===== src/rtl/reservation_station.sv =====
// rtl/reservation_station.sv - reservation station holding issued instructions until operands are ready
//
// Accepts decoded instructions from the issue queue. Each entry waits until both
// operands have been captured, either from the register file or from a CDB
// broadcast. The oldest ready entry is then dispatched to a single functional unit.
//
// Ports:
//   clk, reset (async, active-low)
//   i_write, i_in_op, i_in_vj/vk, i_in_qj/qk, i_in_rj/rk, i_in_dest : allocate interface
//   o_stall                                : back-pressure to the issue queue (combinational)
//   i_cdb_valid, i_cdb_tag, i_cdb_data     : common data bus snoop
//   i_fu_ready                             : functional unit accepts an op this edge
//   o_disp_valid, o_disp_op/vj/vk/dest     : registered dispatch bundle
//   o_count                                : occupied entries
//   o_err_overflow                         : sticky, write arrived while full
module reservation_station #(
    parameter int NUM_ENTRIES = 4,
    parameter int DATA_W      = 32,
    parameter int TAG_W       = 3,
    parameter int OP_W        = 6,
    parameter int CNT_W       = $clog2(NUM_ENTRIES) + 1
) (
    input  logic              clk,
    input  logic              reset,
    input  logic              i_write,
    input  logic [OP_W-1:0]   i_in_op,
    input  logic [DATA_W-1:0] i_in_vj,
    input  logic [DATA_W-1:0] i_in_vk,
    input  logic [TAG_W-1:0]  i_in_qj,
    input  logic [TAG_W-1:0]  i_in_qk,
    input  logic              i_in_rj,
    input  logic              i_in_rk,
    input  logic [TAG_W-1:0]  i_in_dest,
    output logic              o_stall,
    input  logic              i_cdb_valid,
    input  logic [TAG_W-1:0]  i_cdb_tag,
    input  logic [DATA_W-1:0] i_cdb_data,
    input  logic              i_fu_ready,
    output logic              o_disp_valid,
    output logic [OP_W-1:0]   o_disp_op,
    output logic [DATA_W-1:0] o_disp_vj,
    output logic [DATA_W-1:0] o_disp_vk,
    output logic [TAG_W-1:0]  o_disp_dest,
    output logic [CNT_W-1:0]  o_count,
    output logic              o_err_overflow
);

    localparam int IDX_W = $clog2(NUM_ENTRIES);
    localparam int AGE_W = $clog2(NUM_ENTRIES);

    logic              r_valid [NUM_ENTRIES];
    logic [OP_W-1:0]   r_op    [NUM_ENTRIES];
    logic [DATA_W-1:0] r_vj    [NUM_ENTRIES];
    logic [DATA_W-1:0] r_vk    [NUM_ENTRIES];
    logic [TAG_W-1:0]  r_qj    [NUM_ENTRIES];
    logic [TAG_W-1:0]  r_qk    [NUM_ENTRIES];
    logic              r_rj    [NUM_ENTRIES];
    logic              r_rk    [NUM_ENTRIES];
    logic [TAG_W-1:0]  r_dest  [NUM_ENTRIES];
    logic [AGE_W-1:0]  r_age   [NUM_ENTRIES];
    logic [CNT_W-1:0]  r_count;

    logic              w_free_found;
    logic [IDX_W-1:0]  w_free_idx;
    logic              w_sel_found;
    logic [IDX_W-1:0]  w_sel_idx;
    logic [AGE_W-1:0]  w_sel_age;
    logic              w_do_alloc;
    logic              w_do_disp;
    logic              w_byp_j;
    logic              w_byp_k;

    // Free slot comes from the registered valid bits, so a slot freed by a
    // dispatch on this edge cannot be claimed by an allocate on the same edge.
    always_comb begin
        w_free_found = 1'b0;
        w_free_idx   = '0;
        for (int i = NUM_ENTRIES - 1; i >= 0; i--) begin
            if (!r_valid[i]) begin
                w_free_found = 1'b1;
                w_free_idx   = IDX_W'(i);
            end
        end
    end

    // Oldest ready entry: ages are unique among valid entries, so the largest wins.
    always_comb begin
        w_sel_found = 1'b0;
        w_sel_idx   = '0;
        w_sel_age   = '0;
        for (int i = 0; i < NUM_ENTRIES; i++) begin
            if (r_valid[i] && r_rj[i] && r_rk[i] && (!w_sel_found || (r_age[i] > w_sel_age))) begin
                w_sel_found = 1'b1;
                w_sel_idx   = IDX_W'(i);
                w_sel_age   = r_age[i];
            end
        end
    end

    assign w_do_alloc = i_write && w_free_found;
    assign w_do_disp  = i_fu_ready && w_sel_found;
    assign w_byp_j    = !i_in_rj && i_cdb_valid && (i_cdb_tag == i_in_qj);
    assign w_byp_k    = !i_in_rk && i_cdb_valid && (i_cdb_tag == i_in_qk);

    // Dispatch on the same edge is not credited: the issue queue may already
    // have a write in flight, so stall must leave room for it.
    assign o_stall = ({1'b0, r_count} + (CNT_W + 1)'(i_write)) >= (CNT_W + 1)'(NUM_ENTRIES);
    assign o_count = r_count;

    always_ff @(posedge clk or negedge reset) begin
        if (!reset) begin
            for (int i = 0; i < NUM_ENTRIES; i++) begin
                r_valid[i] <= 1'b0;
                r_op[i]    <= '0;
                r_vj[i]    <= '0;
                r_vk[i]    <= '0;
                r_qj[i]    <= '0;
                r_qk[i]    <= '0;
                r_rj[i]    <= 1'b0;
                r_rk[i]    <= 1'b0;
                r_dest[i]  <= '0;
                r_age[i]   <= '0;
            end
            r_count        <= '0;
            o_disp_valid   <= 1'b0;
            o_disp_op      <= '0;
            o_disp_vj      <= '0;
            o_disp_vk      <= '0;
            o_disp_dest    <= '0;
            o_err_overflow <= 1'b0;
        end else begin
            for (int i = 0; i < NUM_ENTRIES; i++) begin
                if (r_valid[i]) begin
                    if (w_do_disp && (w_sel_idx == IDX_W'(i))) begin
                        r_valid[i] <= 1'b0;
                    end else begin
                        r_age[i] <= r_age[i] + AGE_W'(w_do_alloc)
                                  - AGE_W'(w_do_disp && (r_age[i] > w_sel_age));
                        if (!r_rj[i] && i_cdb_valid && (i_cdb_tag == r_qj[i])) begin
                            r_vj[i] <= i_cdb_data;
                            r_rj[i] <= 1'b1;
                        end
                        if (!r_rk[i] && i_cdb_valid && (i_cdb_tag == r_qk[i])) begin
                            r_vk[i] <= i_cdb_data;
                            r_rk[i] <= 1'b1;
                        end
                    end
                end else if (w_do_alloc && (w_free_idx == IDX_W'(i))) begin
                    r_valid[i] <= 1'b1;
                    r_op[i]    <= i_in_op;
                    r_vj[i]    <= w_byp_j ? i_cdb_data : i_in_vj;
                    r_vk[i]    <= w_byp_k ? i_cdb_data : i_in_vk;
                    r_qj[i]    <= i_in_qj;
                    r_qk[i]    <= i_in_qk;
                    r_rj[i]    <= i_in_rj || w_byp_j;
                    r_rk[i]    <= i_in_rk || w_byp_k;
                    r_dest[i]  <= i_in_dest;
                    r_age[i]   <= '0;
                end
            end

            r_count <= r_count + CNT_W'(w_do_alloc) - CNT_W'(w_do_disp);

            if (i_write && !w_free_found) begin
                o_err_overflow <= 1'b1;
            end

            o_disp_valid <= w_do_disp;
            if (w_do_disp) begin
                o_disp_op   <= r_op[w_sel_idx];
                o_disp_vj   <= r_vj[w_sel_idx];
                o_disp_vk   <= r_vk[w_sel_idx];
                o_disp_dest <= r_dest[w_sel_idx];
            end
        end
    end

endmodule


===== config.mk =====
export PLATFORM = sky130hd
export DESIGN_NAME = reservation_station
export DESIGN_NICKNAME = d
export VERILOG_FILES = /design/src/rtl/reservation_station.sv
export SDC_FILE = /design/constraint.sdc
export NUM_CORES = 1
export LEC_CHECK = 0
export BUFFER_PORTS_ARGS = -buffer_cell sky130_fd_sc_hd__buf_2
export CORE_MARGIN = 2
export CORE_UTILIZATION = 60
export CTS_CLUSTER_DIAMETER = 60
export DETAILED_ROUTE_END_ITERATION = 10
export PLACE_DENSITY = 0.81
export RECOVER_POWER = 50
export SLEW_MARGIN = 20
export SYNTH_ARGS = -nofsm -noshare
export SYNTH_HDL_FRONTEND = slang
export SYNTH_SLANG_ARGS = --single-unit

===== constraint.sdc =====
create_clock -name clk -period 8.1 [get_ports clk]
set_input_delay 0.405 -clock clk [delete_from_list [all_inputs] [get_ports clk]]
set_output_delay 0.405 -clock clk [all_outputs]
set_load 0.03 [all_outputs]

==> results.cfg, run 1 <==
[outcome]
status = finished with violations
violations = max-capacitance violations, max-slew violations

[yosys]
netlist_instances = 2129
async_flop_share = 1.00
synth_nets = 2276
ys_types = 54
yosysTopAreaCell = dfrtp_1
synth_area_leaders = dfrtp_1 (49%), mux2i_1 (12%), nand2_1 (7.3%)
synth.cell_area_mm2 = 0.0212
synth_ff_type = dfrtp_1
yosysSeqAreaShare = 0.489
synth_edf_count = 0
synth-seq-cells = 414
yosysWarnings = 0
synth_top_area_frac = 0.489
synth.avg_cell_area_um2 = 9.96

[sta]
slew_headroom = -2.89
finalCritPeriodShare = 0.825
setup_viol = 0
rsz0062_at_grt = no
slew_viol_final = 102
worst_pin_slew_ps = 5840
fin_crit_ps = 6690
tns_ps = 0
finalHoldViolCount = 0
clock.fmax_ghz = 0.150
finClkSkew_ps = 23.6

[routing]
vias = 17400
firstDrtPassIters = 5
postRouteAntennaNets = 0
vias_per_cell = 6.43
initialDrtViolationCount = 1688
totalWireLength_um = 62700
wire_per_inst_um = 23.2
drc = 0

[critical_path]
worstPathMaxFanout = 19
r2r_end = r_age[1]
ff2ff_path_depth = 28
end_kind = flop
cp.arrival_ps = 7180
start_kind = flop
max_stage_delay_ps = 740
r2r_slack_ps = 1410
cpMostUsedCell = ha_1
rr_startpoint = r_valid[3]
worst-setup-path-type = flop to flop
worstPathRequired_ps = 8600
cpMaxStageDelayCell = dfrtp_1

[floorplan]
dieArea_mm2 = 0.0369
die_h_um = 192
die_w_um = 192
io_pins = 200
rows = 68
initial_utilization = 0.611
core_area_mm2 = 0.0347

[flow_run]
max-cap-violations = 1

[cts]
clk_pin_slew_ps = 60
cts_resized = 0
cts_made_buffers = 45
ctsLongestPathBuffers = 3
cts_tree = done
cts-root-buf = clkbuf_16
clk_latency_ps = 570
cts.htree.levels = 2
postCtsSetupBuffers = 0
clock-sinks = 414

[finish]
n_fill_cell = 2652
instances_no_fill = 2703
syn_to_final_growth_pct = 11.9
multi_input_area_mm2 = 0.0100
layout.nets = 2355
fin_area_mm2 = 0.0237
drive_gt1_frac = 0.120
seq_area_mm2 = 0.0104

[pwr]
pwr-share-seq = 0.314
p_comb_frac = 0.507
clkPwrFrac = 0.179
p_leak_uw = 0.0110
switchingPower_uw = 5230
p_per_area_mw_per_mm2 = 499
swShare = 0.442
ir_drop_uv = 498
power_uw = 11800
p_int_uw = 6610

[placed_design]
place_area_mm2 = 0.0223
io_buffers = 199
place_congestion = 0.868
place_hpwl_um = 35000
dp.cells = 2615

[min_path]
hp-class = input port to flop
min_from = i_in_dest[1]
min_to = r_dest[4]
holdPathStages = 3

[grt]
grt_use_total = 0.344
antenna_found_initial = 11
use_met2 = 0.570
overflow = 0
grt.met1_usage = 0.455
grt_use_met3 = 0.0645
grt_first_pass_wirelength_um = 98100
grt_pass1_vias = 17800
grt_max_degree = 170
busiest_layer = met2
==> cells by family after synthesis <==
logic type / synth area share
muxes: 0.131
AOI/OAI and AO/OA: 0.179
xor gates and xnor gates: 0.0145
DFF: 0.489
buffers and inverters: 0.0467
and+or+nand+nor: 0.125
adders and majority gates: 0.0157
==> critical path, delay by kind of cell (launching register included) <==
kind                     cells  cell delay, ps
flip-flops                   1             740
AND/OR/NAND/NOR              5            1000
AO/OA/AOI/OAI               14            2930
XOR/XNOR                     1             140
buffers and inverters        2             110
adder cells (fa/ha/maj)      6            1690
==> layout by cell type, fill, tap and decap left out, types with 47 or more instances in the layout <==
cell | netlist | layout
nor2_1 | 72 | 70
clkbuf_1 | 124 | 88
a221o_1 | 149 | 149
buf_2 | 35 | 119
dfrtp_1 | 414 | 414
a21boi_0 | 73 | 73
a21oi_1 | 77 | 71
and2_1 | 74 | 74
clkbuf_16 | 0 | 47
nand2_1 | 415 | 415
mux2i_1 | 257 | 257
o21ai_0 | 199 | 199
==> worst max path at each step <==
stage / from / slack (ps) / cells after the start / to
floorplan: r_valid[3] / 2070 / 32 / r_age[1]
finish: r_valid[3] / 1410 / 28 / r_age[1]
global placement: r_valid[3] / 1800 / 28 / r_age[1]
detailed placement: r_valid[3] / 1540 / 28 / r_age[1]
global route: r_valid[3] / 1020 / 28 / r_age[1]
CTS: r_valid[3] / 1520 / 28 / r_age[1]
==> final cells by class <==
cell class                      count  area share
Clock inverter                      9     0.00459
Antenna cell                        8    0.000844
Clock buffer                       70      0.0600
Timing Repair Buffer              228      0.0476
Sequential cell                   414       0.437
Tap cell                          455      0.0240
Multi-Input combinational cell   1491       0.422
Inverter                           28     0.00443
==> sequential cells by signal, summed over array words and instances (netlist names), 12 cells and up <==
name       flops
o_disp_vk     32
r_qj          12
r_qk          12
o_disp_vj     32
r_vk         128
r_vj         128
r_op          24
r_dest        12
==> power by group through the flow <==
stage	logic (uW)	registers, uW	clock network, uW
after global routing	6500	3810	2220
after floorplan	4090	3880	0
final	6000	3710	2120
after CTS	5990	3680	2140
after detailed placement	5930	3700	0
after global placement	5720	3650	0
==> routing by layer <==
metal	vias up	wire length, um	part of all wire
li1	7658	-	-
met1	8649	25600	0.41
met2	898	29700	0.47
met3	166	5490	0.088
met4	12	1910	0.031
met5	-	78	0.0012
==> synth_stat cells, types with 2 or more instances <==
library cell and number:
mux2_2 18, nand3_1 5, a22oi_1 8, a311o_1 2, nand2_1 415, a21boi_0 73
buf_4 26, clkbuf_1 124, xnor2_1 7, nor2_1 72, o211ai_2 2, nor3b_1 2
o211a_1 3, a211oi_1 4, nand2b_1 4, o211ai_1 4, o21ai_0 199, nor3_1 4
o21a_1 4, and3_1 11, buf_1 10, a221o_1 149, ha_1 25, mux2i_1 257
dfrtp_1 414, a31o_2 4, and2_1 74, xor2_1 28, buf_2 35, nor4_2 2
inv_1 28, nor2_2 8, nor4_1 6, o22a_1 2, a21oi_1 77, nor2b_1 4
o22ai_1 2
==> stage by stage <==
stage,util,hold slack [ps],setup slack [ps]
2_1_floorplan,-,109,2070
3_3_place_gp,0.641,457,1800
3_5_place_dp,0.641,465,1540
4_1_cts,0.686,75.6,1520
5_1_grt,0.683,106,1020
6_report,0.683,91.6,1410
==> repair_timing <==
| action | CTS | global route |
|---|---|---|
| endpoints found under the setup margin | 0 | 0 |
| endpoints found under the hold margin | 98 | 0 |
| hold buffers | 1 | 0 |
Note: power is estimated with default switching activity, not from simulation.
==> inputs of run 2 (changes only) <==
==> constraint.sdc (replaced) <==
create_clock -name clk -period 6.2 [get_ports clk]
set_input_delay 0.31 -clock clk [delete_from_list [all_inputs] [get_ports clk]]
set_output_delay 0.31 -clock clk [all_outputs]
set_load 0.03 [all_outputs]
==> run 2 against run 1 <==
Compared with the run above: the run still ends with max-capacitance violations, max-slew violations left; wire length grew 0.26%; combinational power rose by 33%; sequential power up 30%; critical path depth grew 1; critical path type unchanged; global-route usage fell by 0.20 points; clock-buffer cell count down 1; sequential share of layout area barely moved; via count is essentially flat.
==> results.cfg, run 2 (same netlist as run 1, synthesis figures left out) <==
[floorplan]
core_area_mm2 = 0.0347
initial_utilization = 0.611
io_pins = 200
die_w_um = 192
die_h_um = 192
dieArea_mm2 = 0.0369
rows = 68

[finish]
drive_gt1_frac = 0.125
syn_to_final_growth_pct = 12.0
top_regs = r_vj x128, r_vk x128
layout_commonest_cell = nand2_1
layout.nets = 2371
n_fill_cell = 2694
mostFrequentLayoutCells = nand2_1 (415), dfrtp_1 (414), mux2i_1 (257)

[sta]
slew_viol_final = 423
finalCritPeriodShare = 0.963
slew_headroom = -0.635
finClkSkew_ps = 13.4
setup_viol = 0
tns_ps = 0
worst_pin_slew_ps = 2450
clock.fmax_ghz = 0.168
fin_crit_ps = 5970
finalHoldViolCount = 0
whs_ps = 17.7

[pwr]
p_per_area_mw_per_mm2 = 651
p_leak_uw = 0.0110
p_int_uw = 8580
ir_drop_uv = 409
clkPwrFrac = 0.169
p_comb_frac = 0.518
switchingPower_uw = 6880
pwr-share-seq = 0.312
swShare = 0.445

[grt]
grt_use_total = 0.343
overflow = 0
grt_first_pass_wirelength_um = 97600
grt_max_degree = 172
antenna_found_initial = 9
grt_pass1_vias = 17700

[critical_path]
cp.arrival_ps = 6400
end_kind = flop
worst-setup-path-type = flop to flop
cpMostUsedCell = ha_1
worstPathRequired_ps = 6630
max_stage_delay_ps = 400
cpMaxStageDelayCell = dfrtp_1
ff2ff_path_depth = 29
worstPathMaxFanout = 5
start_kind = flop

[routing]
vias = 17400
totalWireLength_um = 62900
wire_per_inst_um = 23.2
drc = 0
initialDrtViolationCount = 1524
postRouteAntennaNets = 0
firstDrtPassIters = 6
vias_per_cell = 6.40

[cts]
cts_tree = done
cts.htree.levels = 2
ctsLongestPathBuffers = 3
clk_pin_slew_ps = 60
clock-sinks = 414
cts-root-buf = clkbuf_16
clk_latency_ps = 560
cts_made_buffers = 46

[min_path]
hp-class = input port to flop
holdPathStages = 3

[placed_design]
place_hpwl_um = 36000
place_congestion = 0.908
io_buffers = 199

[outcome]
violations = max-capacitance violations, max-slew violations
status = finished with violations

[flow_run]
max-cap-violations = 5
-- run 2: cell types whose count changed in the layout (fill, tap and decap cells not counted), moves of 5 or more --
| cell | delta |
|---|---|
| clkbuf_8 | -6 |
| dlygate4sd3_1 | +5 |
| buf_4 | +7 |
| clkbuf_1 | +5 |
-- run 2: per-layer routing --
metal  part of all wire  wire length [um]  vias to the layer above  global-route usage
met5             0.0010                64                        -                   0
met4              0.040              2500                       10               0.150
met3              0.085              5380                      188              0.0576
met2               0.47             29600                      849               0.561
met1               0.40             25300                     8633               0.451
li1                   -                 -                     7693                   -
-- run 2: area by class of cell --
| cell class | instances | area, um^2 | share of cell area |
|---|---|---|---|
| Inverter | 28 | 105 | 0.00443 |
| Multi-Input combinational cell | 1491 | 10000 | 0.423 |
| Tap cell | 455 | 569 | 0.0240 |
| Clock inverter | 10 | 62.6 | 0.00263 |
| Timing Repair Buffer | 243 | 1240 | 0.0523 |
| Clock buffer | 69 | 1360 | 0.0572 |
| Antenna cell | 6 | 15.0 | 0.000632 |
| Sequential cell | 414 | 10400 | 0.436 |
-- run 2: final timing paths --
kind | slack, ps | to | from
setup / recovery | 230 | r_age[1] | r_rk[3]
max in group asynchronous | 1980 | r_vk[6] | reset
hold reg to reg | 470 | r_dest[1] | r_dest[1]
hold / removal | 20 | r_dest[1] | i_in_dest[1]
min in group asynchronous | 870 | r_vk[57] | reset
setup reg to reg | 230 | r_age[1] | r_rk[3]
-- run 2: worst max-delay path, delay by kind of cell (launching register included) --
kind                       cells  cell delay [ps]
xor gates and xnor gates       1              170
adders and majority gates      6             1620
buffers and inverters          2              100
and+or+nand+nor                6             1020
DFF                            1              400
AOI/OAI and AO/OA             14             2530
-- run 2: power groups by stage --
stage	sequential, uW	combinational [uW]	clock [uW]
2_1_floorplan	5070	5340	0
3_3_place_gp	4740	7610	0
3_5_place_dp	4810	7880	0
4_1_cts	4780	7950	2630
5_1_grt	4940	8660	2740
6_report	4830	8010	2610
-- run 2: metrics by stage --
step | setup WS (ps) | utilization | total power [uW] | cells | instance area [um^2]
global placement | 296 | 0.643 | 12300 | 2622 | 22300
global route | -54.1 | 0.684 | 16300 | 2712 | 23700
detailed placement | 45.6 | 0.643 | 12700 | 2622 | 22300
floorplan | 168 | - | 10400 | 2129 | 21200
CTS | 22.2 | 0.686 | 15400 | 2707 | 23800
finish | 231 | 0.684 | 15500 | 2716 | 23700
-- run 2: repair_timing --
action                                 CTS  global route
endpoints found under the hold margin  139             0
gates resized for setup                  0            12
buffers inserted                         0             2
setup endpoints to repair                0             7
hold buffers                             6             0
